`src/rtl/lcd_rect_fill_engine.sv`:
```
// Rectangle fill engine: turns one (x0,y0,x1,y1,color) descriptor into the
// CASET / PASET / RAMWR command stream plus W*H pixel words on a valid/ready port.
//
// state     | meaning
// IDLE      | waiting for start
// CASET_C   | column-address command word
// CASET_P   | four column parameter words
// PASET_C   | page-address command word
// PASET_P   | four page parameter words
// RAMWR_C   | memory-write command word
// PIXELS    | W*H colour words
module lcd_rect_fill_engine #(
  parameter int H_RES   = 320,
  parameter int V_RES   = 480,
  parameter int COORD_W = 10
) (
  input  logic               AHB_HCLK,
  input  logic               AHB_HRESET,
  input  logic               start,
  input  logic [COORD_W-1:0] x0,
  input  logic [COORD_W-1:0] y0,
  input  logic [COORD_W-1:0] x1,
  input  logic [COORD_W-1:0] y1,
  input  logic [15:0]        color,
  input  logic               abort,
  output logic               busy,
  output logic               done,
  output logic               err,
  output logic               out_valid,
  input  logic               out_ready,
  output logic               out_is_cmd,
  output logic [15:0]        out_data
);

  localparam logic [COORD_W-1:0] X_LIM = COORD_W'(H_RES);
  localparam logic [COORD_W-1:0] Y_LIM = COORD_W'(V_RES);

  typedef enum logic [2:0] {
    S_IDLE, S_CASET_C, S_CASET_P, S_PASET_C, S_PASET_P, S_RAMWR_C, S_PIXELS
  } state_e;

  state_e             state_q, state_d;
  logic [COORD_W-1:0] x0_q, x0_d, y0_q, y0_d, x1_q, x1_d, y1_q, y1_d;
  logic [COORD_W-1:0] wm1_q, wm1_d, hm1_q, hm1_d;
  logic [COORD_W-1:0] col_q, col_d, row_q, row_d;
  logic [15:0]        color_q, color_d;
  logic [1:0]         pidx_q, pidx_d;
  logic               done_q, done_d, err_q, err_d;
  logic               xfer, desc_bad;

  // Parameter words: start hi, start lo, end hi, end lo of the zero-extended coordinates.
  function automatic logic [15:0] param_word(input logic [1:0] idx,
                                             input logic [COORD_W-1:0] a,
                                             input logic [COORD_W-1:0] b);
    logic [15:0] a16, b16, w;
    a16 = 16'(a);
    b16 = 16'(b);
    case (idx)
      2'd0:    w = {8'h00, a16[15:8]};
      2'd1:    w = {8'h00, a16[7:0]};
      2'd2:    w = {8'h00, b16[15:8]};
      default: w = {8'h00, b16[7:0]};
    endcase
    return w;
  endfunction

  always_comb begin
    out_valid  = (state_q != S_IDLE);
    out_is_cmd = 1'b0;
    out_data   = 16'h0000;
    case (state_q)
      S_CASET_C: begin out_is_cmd = 1'b1; out_data = 16'h002A; end
      S_CASET_P: out_data = param_word(pidx_q, x0_q, x1_q);
      S_PASET_C: begin out_is_cmd = 1'b1; out_data = 16'h002B; end
      S_PASET_P: out_data = param_word(pidx_q, y0_q, y1_q);
      S_RAMWR_C: begin out_is_cmd = 1'b1; out_data = 16'h002C; end
      S_PIXELS:  out_data = color_q;
      default:   ;
    endcase
  end

  assign busy = (state_q != S_IDLE);
  assign done = done_q;
  assign err  = err_q;
  assign xfer = out_valid && out_ready;
  assign desc_bad = (x0 > x1) || (y0 > y1) || (x1 >= X_LIM) || (y1 >= Y_LIM);

  always_comb begin
    state_d = state_q;
    x0_d    = x0_q;
    y0_d    = y0_q;
    x1_d    = x1_q;
    y1_d    = y1_q;
    wm1_d   = wm1_q;
    hm1_d   = hm1_q;
    col_d   = col_q;
    row_d   = row_q;
    color_d = color_q;
    pidx_d  = pidx_q;
    done_d  = 1'b0;
    err_d   = 1'b0;

    case (state_q)
      S_IDLE: begin
        if (start) begin
          if (desc_bad) begin
            err_d = 1'b1;
          end else begin
            x0_d    = x0;
            y0_d    = y0;
            x1_d    = x1;
            y1_d    = y1;
            wm1_d   = x1 - x0;
            hm1_d   = y1 - y0;
            color_d = color;
            col_d   = '0;
            row_d   = '0;
            pidx_d  = '0;
            state_d = S_CASET_C;
          end
        end
      end
      S_CASET_C: if (xfer) state_d = S_CASET_P;
      S_CASET_P: begin
        if (xfer) begin
          pidx_d = pidx_q + 2'd1;
          if (pidx_q == 2'd3) state_d = S_PASET_C;
        end
      end
      S_PASET_C: if (xfer) state_d = S_PASET_P;
      S_PASET_P: begin
        if (xfer) begin
          pidx_d = pidx_q + 2'd1;
          if (pidx_q == 2'd3) state_d = S_RAMWR_C;
        end
      end
      S_RAMWR_C: if (xfer) state_d = S_PIXELS;
      S_PIXELS: begin
        if (xfer) begin
          if (col_q == wm1_q) begin
            col_d = '0;
            if (row_q == hm1_q) begin
              row_d   = '0;
              done_d  = 1'b1;
              state_d = S_IDLE;
            end else begin
              row_d = row_q + 1'b1;
            end
          end else begin
            col_d = col_q + 1'b1;
          end
        end
      end
      default: state_d = S_IDLE;
    endcase

    // Abort takes priority over a last-pixel handshake on the same cycle: no done.
    if (abort && state_q != S_IDLE) begin
      state_d = S_IDLE;
      done_d  = 1'b0;
      col_d   = '0;
      row_d   = '0;
      pidx_d  = '0;
    end
  end

  always_ff @(posedge AHB_HCLK) begin
    if (AHB_HRESET) begin
      state_q <= S_IDLE;
      x0_q    <= '0;
      y0_q    <= '0;
      x1_q    <= '0;
      y1_q    <= '0;
      wm1_q   <= '0;
      hm1_q   <= '0;
      col_q   <= '0;
      row_q   <= '0;
      color_q <= '0;
      pidx_q  <= '0;
      done_q  <= 1'b0;
      err_q   <= 1'b0;
    end else begin
      state_q <= state_d;
      x0_q    <= x0_d;
      y0_q    <= y0_d;
      x1_q    <= x1_d;
      y1_q    <= y1_d;
      wm1_q   <= wm1_d;
      hm1_q   <= hm1_d;
      col_q   <= col_d;
      row_q   <= row_d;
      color_q <= color_d;
      pidx_q  <= pidx_d;
      done_q  <= done_d;
      err_q   <= err_d;
    end
  end

endmodule
```
`config.mk`:
```
export PLATFORM = sky130hd
export DESIGN_NAME = lcd_rect_fill_engine
export DESIGN_NICKNAME = d
export VERILOG_FILES = /design/src/rtl/lcd_rect_fill_engine.sv
export SDC_FILE = /design/constraint.sdc
export NUM_CORES = 1
export LEC_CHECK = 0
export ABC_CLOCK_PERIOD_IN_PS = 2500
export BUFFER_PORTS_ARGS = -buffer_cell sky130_fd_sc_hd__buf_2
export CAP_MARGIN = 25
export CORE_MARGIN = 2
export CORE_UTILIZATION = 52
export DETAILED_ROUTE_END_ITERATION = 16
export GPL_ROUTABILITY_DRIVEN = 0
export PLACE_DENSITY_LB_ADDON = 0.25
export SYNTH_ARGS = -nofsm -noshare
export SYNTH_HDL_FRONTEND = slang
export SYNTH_SLANG_ARGS = --single-unit
```
`constraint.sdc`:
```
create_clock -name AHB_HCLK -period 2.5 [get_ports AHB_HCLK]
set_input_delay 0.25 -clock AHB_HCLK [delete_from_list [all_inputs] [get_ports AHB_HCLK]]
set_output_delay 0.25 -clock AHB_HCLK [all_outputs]
set_load 0.1 [all_outputs]
```
# After elaboration in Yosys (flattened, before gate mapping)
# Cells that the tools add are included.
dict set report classes {
  n_addsub 5
  n_mul 0
  div_mod_pow 0
  n_lt_le_gt_ge 4
  eq_ne 24
  n_shift 0
  n_mux 32
  bitwise 6
  reduce_logical 20
}
# operator count
set ops {}
lappend ops {{16-bit one-hot mux with 6 select lines} 1}
lappend ops {{10-bit two-way mux} 7}
lappend ops {{8-bit one-hot mux with 3 select lines} 2}
lappend ops {{10-bit one-hot mux with 2 select lines} 2}
lappend ops {{3-bit two-way mux} 12}
lappend ops {{2-bit inequality test (second input constant)} 12}
lappend ops {{3-bit one-hot mux with 7 select lines} 1}
lappend ops {{10-bit by 1-bit adder with 10-bit output (second input constant)} 2}
lappend ops {{10-bit == test} 2}
lappend ops {{10-bit by 9-bit >= comparator with 1-bit output (second input constant)} 2}
lappend ops {{10-bit greater-than comparator} 2}
lappend ops {{10-bit subtractor} 2}
lappend ops {{12-bit AND reduction} 1}
lappend ops {{3-bit == test (second input constant)} 3}
lappend ops {{4-bit AND reduction} 2}
lappend ops {{3-bit by 2-bit == test with 1-bit output (second input constant)} 2}
lappend ops {{2-bit two-way mux} 3}
lappend ops {{1-bit inverter} 6}
lappend ops {{3-bit OR reduction} 2}
lappend ops {{5-bit AND reduction} 1}
lappend ops {{5-bit OR reduction} 1}
lappend ops {{2-bit == test (second input constant)} 2}
lappend ops {{2-bit one-hot mux with 2 select lines} 1}
lappend ops {{2-bit nonzero test} 2}
lappend ops {{12 further kinds} 18}
dict set report totals {
  regBits 103
  latch_bits 0
  mem_bits_rw 0
  mem_bits_ro 0
  inputBits 61
  output_inout_bits 21
  wordCells 104
  n_memories 0
}

# Depth between registers and ports, before layout
# Gate-level depths: netlist of run 1.
dict set report depth {
  word_depth 7
  mapped_depth 15
  mapped_depth_nobuf 11
}

# Worst setup path after synthesis of run 1
# OpenSTA, ideal clock, no wires.
dict set report synth_timing {
  kind {reg2out}
  start {reg state_q[2]}
  end {out out_data[1]}
  t_arrival_ps 3669
  required_ps 2250
  slack_ps -1419
  path_stages_with_launch 8
  path_cell_list {dfxtp_1 clkbuf_1 nor2b_1 and2_1 clkbuf_1 clkbuf_1 a221oi_1 o21ai_0}
}
dict set report synth_between {
  elab_chain_cells 2
  word_cells_on_any_way 7
}
# element line
set synth_rtl {}
lappend synth_rtl {{start, declared} 42} ;# state_e state_q, state_d;
lappend synth_rtl {{start signal, assigned} 183} ;# state_q <= state_d;
lappend synth_rtl {{3-bit == test, or another cell as far along} 71} ;# case (state_q)
lappend synth_rtl {{16-bit one-hot mux with 6 select lines (*)} 71}
lappend synth_rtl {{end, declared} 32} ;# output logic [15:0] out_data
# Mark *: on every way between the ends. The rest lies on a longest branch, timed or not.

# Worst setup path in the final report of run 1
dict set report layout_timing {
  start {in y0[0]}
  end {reg row_q[2]}
}
dict set report layout_between {
  elab_chain_cells 6
}
# element line
set layout_rtl {}
lappend layout_rtl {{start, declared} 21} ;# input logic [COORD_W-1:0] y0,
lappend layout_rtl {{10-bit greater-than comparator} 86} ;# assign desc_bad = (x0 > x1) || (y0 > y1) || (x1 >= X_LIM) || (y1 >= Y_LIM);
lappend layout_rtl {{1-bit logical OR (3 in series)} 86}
lappend layout_rtl {{2-bit inequality test (no line)} n/a}
lappend layout_rtl {{5-bit AND reduction (no line)} n/a}
lappend layout_rtl {{end signal, assigned} 191} ;# row_q <= row_d;
lappend layout_rtl {{end, declared} 45} ;# logic [COORD_W-1:0] col_q, col_d, row_q, row_d;
# No other way between the ends.
# A chain may end at the register's enable or synchronous reset.

==> metrics.md, run 1 <==
| Metric | Value |
|---|---|
| Top fanout value on the critical path | `11` |
| Max-cap violation count | `0` |
| Flop2flop setup slack | `0.24 ns` |
| Post-layout min period | `~2.4 ns` |
| Met2 Use GR | `45.0%` |
| Layout Utilization | `67.2%` |
| Count of cell types in the netlist | `55` |
| Area Overhead vs Synth | `27.4%` |
| Largest net degree at the start of global routing | `78` |
| Clock Power Share | `32.5%` |
| Top_reg_cell synth | `dfxtp_1` |
| Switching power | `~1000 uW` |
| Worst setup SP type | `input pin` |
| Worst-path clk slew | `around 0.10 ns` |
| Ys async rst share | `0%` |
| DRC violation count after routing | `0` |
| Initial Util | `52.7%` |
| Post-synth top area cell | `dfxtp_1` |
| Period utilization | `97.8%` |
| Std cell rows | `38` |
| Crit path capture | `row_q[2]` |
| Fillers | `883` |
| Internal | `2460 uW` |
| Final hold vios | `0` |
| Critical path class | `input pin to flop` |
| GR Layer Usage met1 | `between 30% and 40%` |
| GR Util met3 | `4.64%` |
| Worst IR drop on VDD | `266 uV` |
| Vias in the first global route | `~5300` |
| Setup Viol. Count Final | `0` |
| Post-detail-place hpwl | `11800 um` |
| Area of the multi-input gates | `3480 um^2` |
| Pwr dens | `between 400 and 500 nW/um^2` |
| Net count, final | `about 940` |
| Final ANT Viol Nets | `0` |
| Iter 0 DRT Violations | `394` |
| CP endpoint kind | `flop` |
| Seq/Total Area, Yosys | `36.5%` |
| Number of synthesized register bits | `103` |
| Fmax achieved | `0.409 GHz` |
| Via Count | `5710` |
| Vias/cell | `5.74` |
| Combinational Power Share | `between 10% and 20%` |
| Worst setup path startpoint | `y0[0]` |
| Cells on worst reg2reg path | `7` |
| Die area | `11700 um^2` |
| Largest cells by area after synthesis | `dfxtp_1, nand2_1, a21oi_1` |
| TNS Setup | `0 ns` |
| Initial antenna violation count | `0` |
| WP data required | `around 2.8 ns` |
| IO Port Bufs | `81` |
| Hold_ws | `0.0942 ns` |
| Sequential cell area | `between 2000 and 2500 um^2` |
| First-pass GRT wire length | `25400 um` |
| Drt first pass iters | `6` |
| Unrepaired setup endpoints after global routing | `true` |
| Total CTS buffers | `9` |
| Post-route cell area | `between 7000 and 8000 um^2` |
| Switch share | `29.0%` |
| Die span in y | `around 110 um` |
| Slew headroom | `46.8%` |
| Busiest grt layer | `met2` |
| Grt total ovfl | `0` |
| Synthesis Warnings | `0` |
| GRT Overall Usage | `roughly 28%` |
| Worst skew pair latency | `0.39 ns` |
| Leakage | `0.00284 uW` |
| IO Count | `slightly above 80` |
| Worst hold-check path type | `input pin to flop` |
| Post-Syn Area | `5640 um^2` |
| Die W | `roughly 110 um` |
| Core Region | `between 10000 and 15000 um^2` |
| Post-synth net total | `819` |
| Post-Route WL | `between 15000 and 20000 um` |
| Seq pwr share | `48.1%` |
| Placed inst area | `a little under 7000 um^2` |
| Post-synthesis cell count | `730` |
| CP arrival | `2.75 ns` |
| Root Driver | `clkbuf_8` |
| Layout Skew | `0.00987 ns` |
| Status | `completed` |
| Clk sinks | `approximately 100` |
| CTS tree | `yes` |
| Worst R2R End | `row_q[2]` |
| Wirelength per Cell | `16.2 um` |
| Mean area per synthesized cell | `just under 8 um^2` |
| # diodes | `0` |
| Max Slew Vio Count | `0` |
| Htree depth | `3` |
| Yosys top cell area share | `a little over a third` |
| Worst-margin pin slew | `0.798 ns` |
| Layout cell share with drive strength beyond 1 | `23.8%` |
| FF-to-FF Start | `col_q[4]` |
| Clk buf depth | `2` |
| EDFF count, synth | `0` |
-- area by class of cell --
cell class                 instances  area share [%]
timing repair buffer             155            15.6
clock buffer                      11            2.11
multi-input combinational        549            48.4
inverter                          31            1.85
clock inverter                     5           0.888
tap                              140            2.44
sequential                       103            28.7
-- power groups by stage --
stage	combinational [uW]	clock (uW)	sequential (uW)
2_1_floorplan	381	0	1710
3_3_place_gp	627	0	1700
3_5_place_dp	644	0	1700
4_1_cts	650	1140	1670
5_1_grt	726	1210	1670
6_report	673	1130	1670
-- how the worst min path moves through the flow --
stage / slack, ns / cells past startpoint / to / from
after global placement: 0.44 / 2 / color_q[12] / color_q[12]
after detailed placement: 0.44 / 2 / x0_q[2] / x0_q[2]
final: 0.09 / 3 / color_q[15] / color[15]
after CTS: 0.08 / 3 / color_q[15] / color[15]
after floorplan: 0.39 / 2 / color_q[0] / color[0]
after global routing: 0.09 / 3 / color_q[15] / color[15]
-- stage by stage --
step	cells	setup slack, ns	power, uW
after global placement	973	-0.307	2330
after floorplan	730	-0.146	2090
final	994	0.0555	3470
after global routing	994	-0.0400	3600
after detailed placement	973	-0.404	2350
after CTS	989	0.00246	3450
-- Yosys cell counts (11+ instances only) --
master / n
a211oi_1: 11
a21oi_1: 96
a22oi_1: 11
and3_1: 16
buf_2: 11
clkbuf_1: 32
dfxtp_1: 103
ha_1: 26
inv_1: 30
nand2_1: 152
nand3_1: 19
nand3b_1: 11
nor2_1: 29
nor2b_1: 11
o21ai_0: 26
xnor2_1: 25
-- kinds of logic after synthesis --
family          synth area share [%]
compound gates                  20.2
xor+xnor                        5.28
fa+ha+maj                       6.47
buf+inv                         5.70
flops                           36.5
mux                             1.77
simple gates                    24.0
-- timing repair --
item,in CTS,in global routing
resized for setup,5,15
setup endpoints to repair,12,91
cloned,0,1
hold buffers,0,0
pin swaps,1,3
setup buffers,0,4
-- per-layer routing --
layer	routed length (um)	part of all wire, %
met5	0	0
met4	530	3.3
met3	967	6.0
met2	7800	48
met1	6810	42
-- flip-flops by register name (all words and copies together), names as in the netlist --
name,count
col_q,10
y1_q,10
pidx_q,2
y0_q,10
x1_q,10
done,1
state_q,3
x0_q,10
wm1_q,10
color_q,16
row_q,10
hm1_q,10
err,1
-- layout by cell type, fill, tap and decap left out, drive strengths merged, types with 3 or more instances in the layout --
cell / instances
ha: 26
xnor2: 25
nand2: 152
nor2b: 11
a222oi: 3
o2111ai: 3
nand2b: 5
a21o: 4
dfxtp: 103
nor3: 10
xor2: 9
a21oi: 96
nor4: 5
buf: 155
nand3: 19
o221ai: 4
o31a: 3
and3: 16
clkbuf: 11
nor2: 29
inv: 32
o211ai: 4
nand4: 9
a221oi: 5
nand3b: 11
or4: 3
or4b: 5
mux2i: 10
a22oi: 11
a211oi: 11
o21ai: 29
or3: 4
and2: 4
-- critical path: stages --
cell and delay, ns:
buf_2 0.11, ha_1 0.23, fa_1 0.42, nor2b_2 0.14, o2111ai_1 0.14, o211ai_1 0.20
a211oi_4 0.16, o31a_4 0.43, or4b_1 0.51, a21oi_1 0.16
Power figures use the tool's default switching activity.
==> inputs of run 2 (changes only) <==
- SETUP_SLACK_MARGIN: not set -> 0.3
==> metrics.md, run 2 (synthesis results as in run 1) <==
| Metric | Value |
|---|---|
| IO Count | `82 (unchanged)` |
| DRC violation count after routing | `0 (unchanged)` |
| Post-route insts no fill | `1039 (+4.5%)` |
| Slowest cell on crit path | `dfxtp_1` |
| First-pass GRT wire length | `28300 um (+12%)` |
| Worst skew pair latency | `0.41 ns (+0.02 ns)` |
| Initial antenna violation count | `0 (unchanged)` |
| Largest net degree at the start of global routing | `78 (unchanged)` |
| Root Driver | `clkbuf_8` |
| Fmax achieved | `0.376 GHz (-8.1%)` |
| CTS Hold Bufs | `0 (unchanged)` |
| Via Count | `7197 (+26%)` |
| Hold_ws | `0.0829 ns (-0.0113 ns)` |
| Layout cell share with drive strength beyond 1 | `51.9% (+28 points)` |
| Core Region | `10700 um^2 (unchanged)` |
| Status | `finished, violations left` |
| Pwr dens | `395 nW/um^2 (-18%)` |
| Total CTS buffers | `9 (unchanged)` |
| Switching power | `1240 uW (+23%)` |
| Commonest cells after routing, fill and taps aside | `dfxtp_1, a21oi_2, nand2_4` |
| WP data required | `2.83 ns (+0.02 ns)` |
| Seq pwr share | `45.8% (-2.3 points)` |
| Register bank with the most flops | `color_q` |
| # diodes | `0 (unchanged)` |
| Unrepaired setup endpoints after global routing | `true` |
| Die area | `11700 um^2 (unchanged)` |
| Most common cell after layout, fill and taps aside | `dfxtp_1` |
| Combinational Power Share | `25.2% (+5.8 points)` |
| Net count, final | `983 (+4.8%)` |
| Final hold vios | `0 (unchanged)` |
| Violated checks | `negative setup slack` |
| Layout Skew | `0.0170 ns (+0.00716 ns)` |
| Clk sinks | `103 (unchanged)` |
| DR WL met3 | `3420 um (+250%)` |
| Post-Route WL | `27900 um (+73%)` |
| Post-detail-place hpwl | `11800 um (about the same)` |
| Wirelength per Cell | `26.8 um (+65%)` |
| Switch share | `34.0% (+4.9 points)` |
| Top fanout value on the critical path | `8 (-3)` |
| Place WS | `-0.404 ns (+0.000383 ns)` |
| Worst hold-check path type | `input pin to flop` |
| Worst-margin pin slew | `1.34 ns (+0.541 ns)` |
| Iter 0 DRT Violations | `1022 (+160%)` |
| Htree depth | `3 (unchanged)` |
| Critical path class | `flop to flop` |
| Period utilization | `106% (+8.6 points)` |
| Critical Path, Cell by Cell | `xnor2_1, nand4_1, nor4_2, nand2_1, o31a_4, or4b_1, a21oi_1` |
| Crit path largest cell delay | `0.57 ns (+0.06 ns)` |
| Top layer reached by signal wires | `met4` |
| Leakage | `0.00366 uW (+29%)` |
| Fillers | `419 (-53%)` |
| Clk buf depth | `2 (unchanged)` |
| Clock Power Share | `29.0% (-3.5 points)` |
| Area Overhead vs Synth | `63.6%` |
| Max reg flops | `16 (unchanged)` |
| Die W | `108 um (unchanged)` |
| Met2 WL post-DR | `12500 um (+60%)` |
| Internal | `2410 uW (-2.1%)` |
| Post-route cell area | `9230 um^2 (+28%)` |
| Vias in the first global route | `5714 (+8.5%)` |
| CTS tree | `yes` |
| Std cell rows | `38 (unchanged)` |
| Final WS setup | `-0.159 ns (-0.214 ns)` |
| Worst-path clk slew | `0.11 ns (about the same)` |
| Initial Util | `52.7% (unchanged)` |
| IO Port Bufs | `81 (unchanged)` |
| Grt total ovfl | `0 (unchanged)` |
| Setup Viol. Count Final | `23 (+23)` |
| Max Slew Vio Count | `0 (unchanged)` |
| Drt first pass iters | `9 (+3)` |
| Placed inst area | `6850 um^2 (about the same)` |
| Worst IR drop on VDD | `346 uV (+30%)` |
| Routed met1 length | `9570 um (+40%)` |
| TNS Setup | `-1.36 ns (-1.36 ns)` |
| Vias/cell | `6.93 (+21%)` |
| Max-cap violation count | `0 (unchanged)` |
| GRT Overall Usage | `31.3% (+3.7 points)` |
| CP endpoint kind | `flop` |
| Worst setup SP type | `flop` |
| Final ANT Viol Nets | `0 (unchanged)` |
| CP arrival | `2.99 ns (+0.24 ns)` |
| Inst Count DP | `965 (-0.82%)` |
| Slew headroom | `10.7% (-36 points)` |
| Die span in y | `108 um (unchanged)` |
| Post-layout min period | `2.66 ns (+0.214 ns)` |
==> run 2: per-layer routing <==
metal	GRT usage (%)	up-vias
li1	-	2905
met1	40.4	3355
met2	50.8	708
met3	4.52	229
met4	16.8	0
met5	0	-
==> run 2: final timing paths <==
path         startpoint          to  slack (ns)  cells after the start
min            color[1]  color_q[1]        0.08                      3
max            col_q[0]    row_q[8]       -0.16                      7
min reg2reg     x1_q[2]     x1_q[2]        0.48                      2
max reg2reg    col_q[0]    row_q[8]       -0.16                      7
==> run 2: final cells by class <==
class	count	area, um^2	share of cell area, %
Clock buffer	10	138	1.49
Tap cell	140	175	1.90
Sequential cell	103	2080	22.5
Timing Repair Buffer	197	1950	21.2
Multi-Input combinational cell	552	4710	51.0
Clock inverter	6	45.0	0.488
Inverter	31	134	1.45
==> run 2: worst max-delay path, delay by kind of cell, from the launching register on <==
kind | cells | cell delay, ns
xor+xnor | 1 | 0.19
flops | 1 | 0.57
simple gates | 4 | 1.44
compound gates | 2 | 0.39
==> run 2: power groups by stage <==
stage,registers [uW],clock network [uW],logic [uW]
3_3_place_gp,1700,0,627
6_report,1670,1060,917
2_1_floorplan,1710,0,387
4_1_cts,1670,1020,697
5_1_grt,1670,1100,945
3_5_place_dp,1700,0,643
==> run 2: timing repair <==
item	CTS	global route
endpoints found under the setup margin	104	106
cloned	7	16
pin swaps	36	99
setup buffers	16	19
gates resized for setup	62	319
==> run 2: through the flow <==
step / utilization [%] / power (uW)
finish: 86.3 / 3650
floorplan: - / 2100
global route: 86.3 / 3720
global placement: 64.1 / 2330
CTS: 70.7 / 3380
detailed placement: 64.1 / 2350
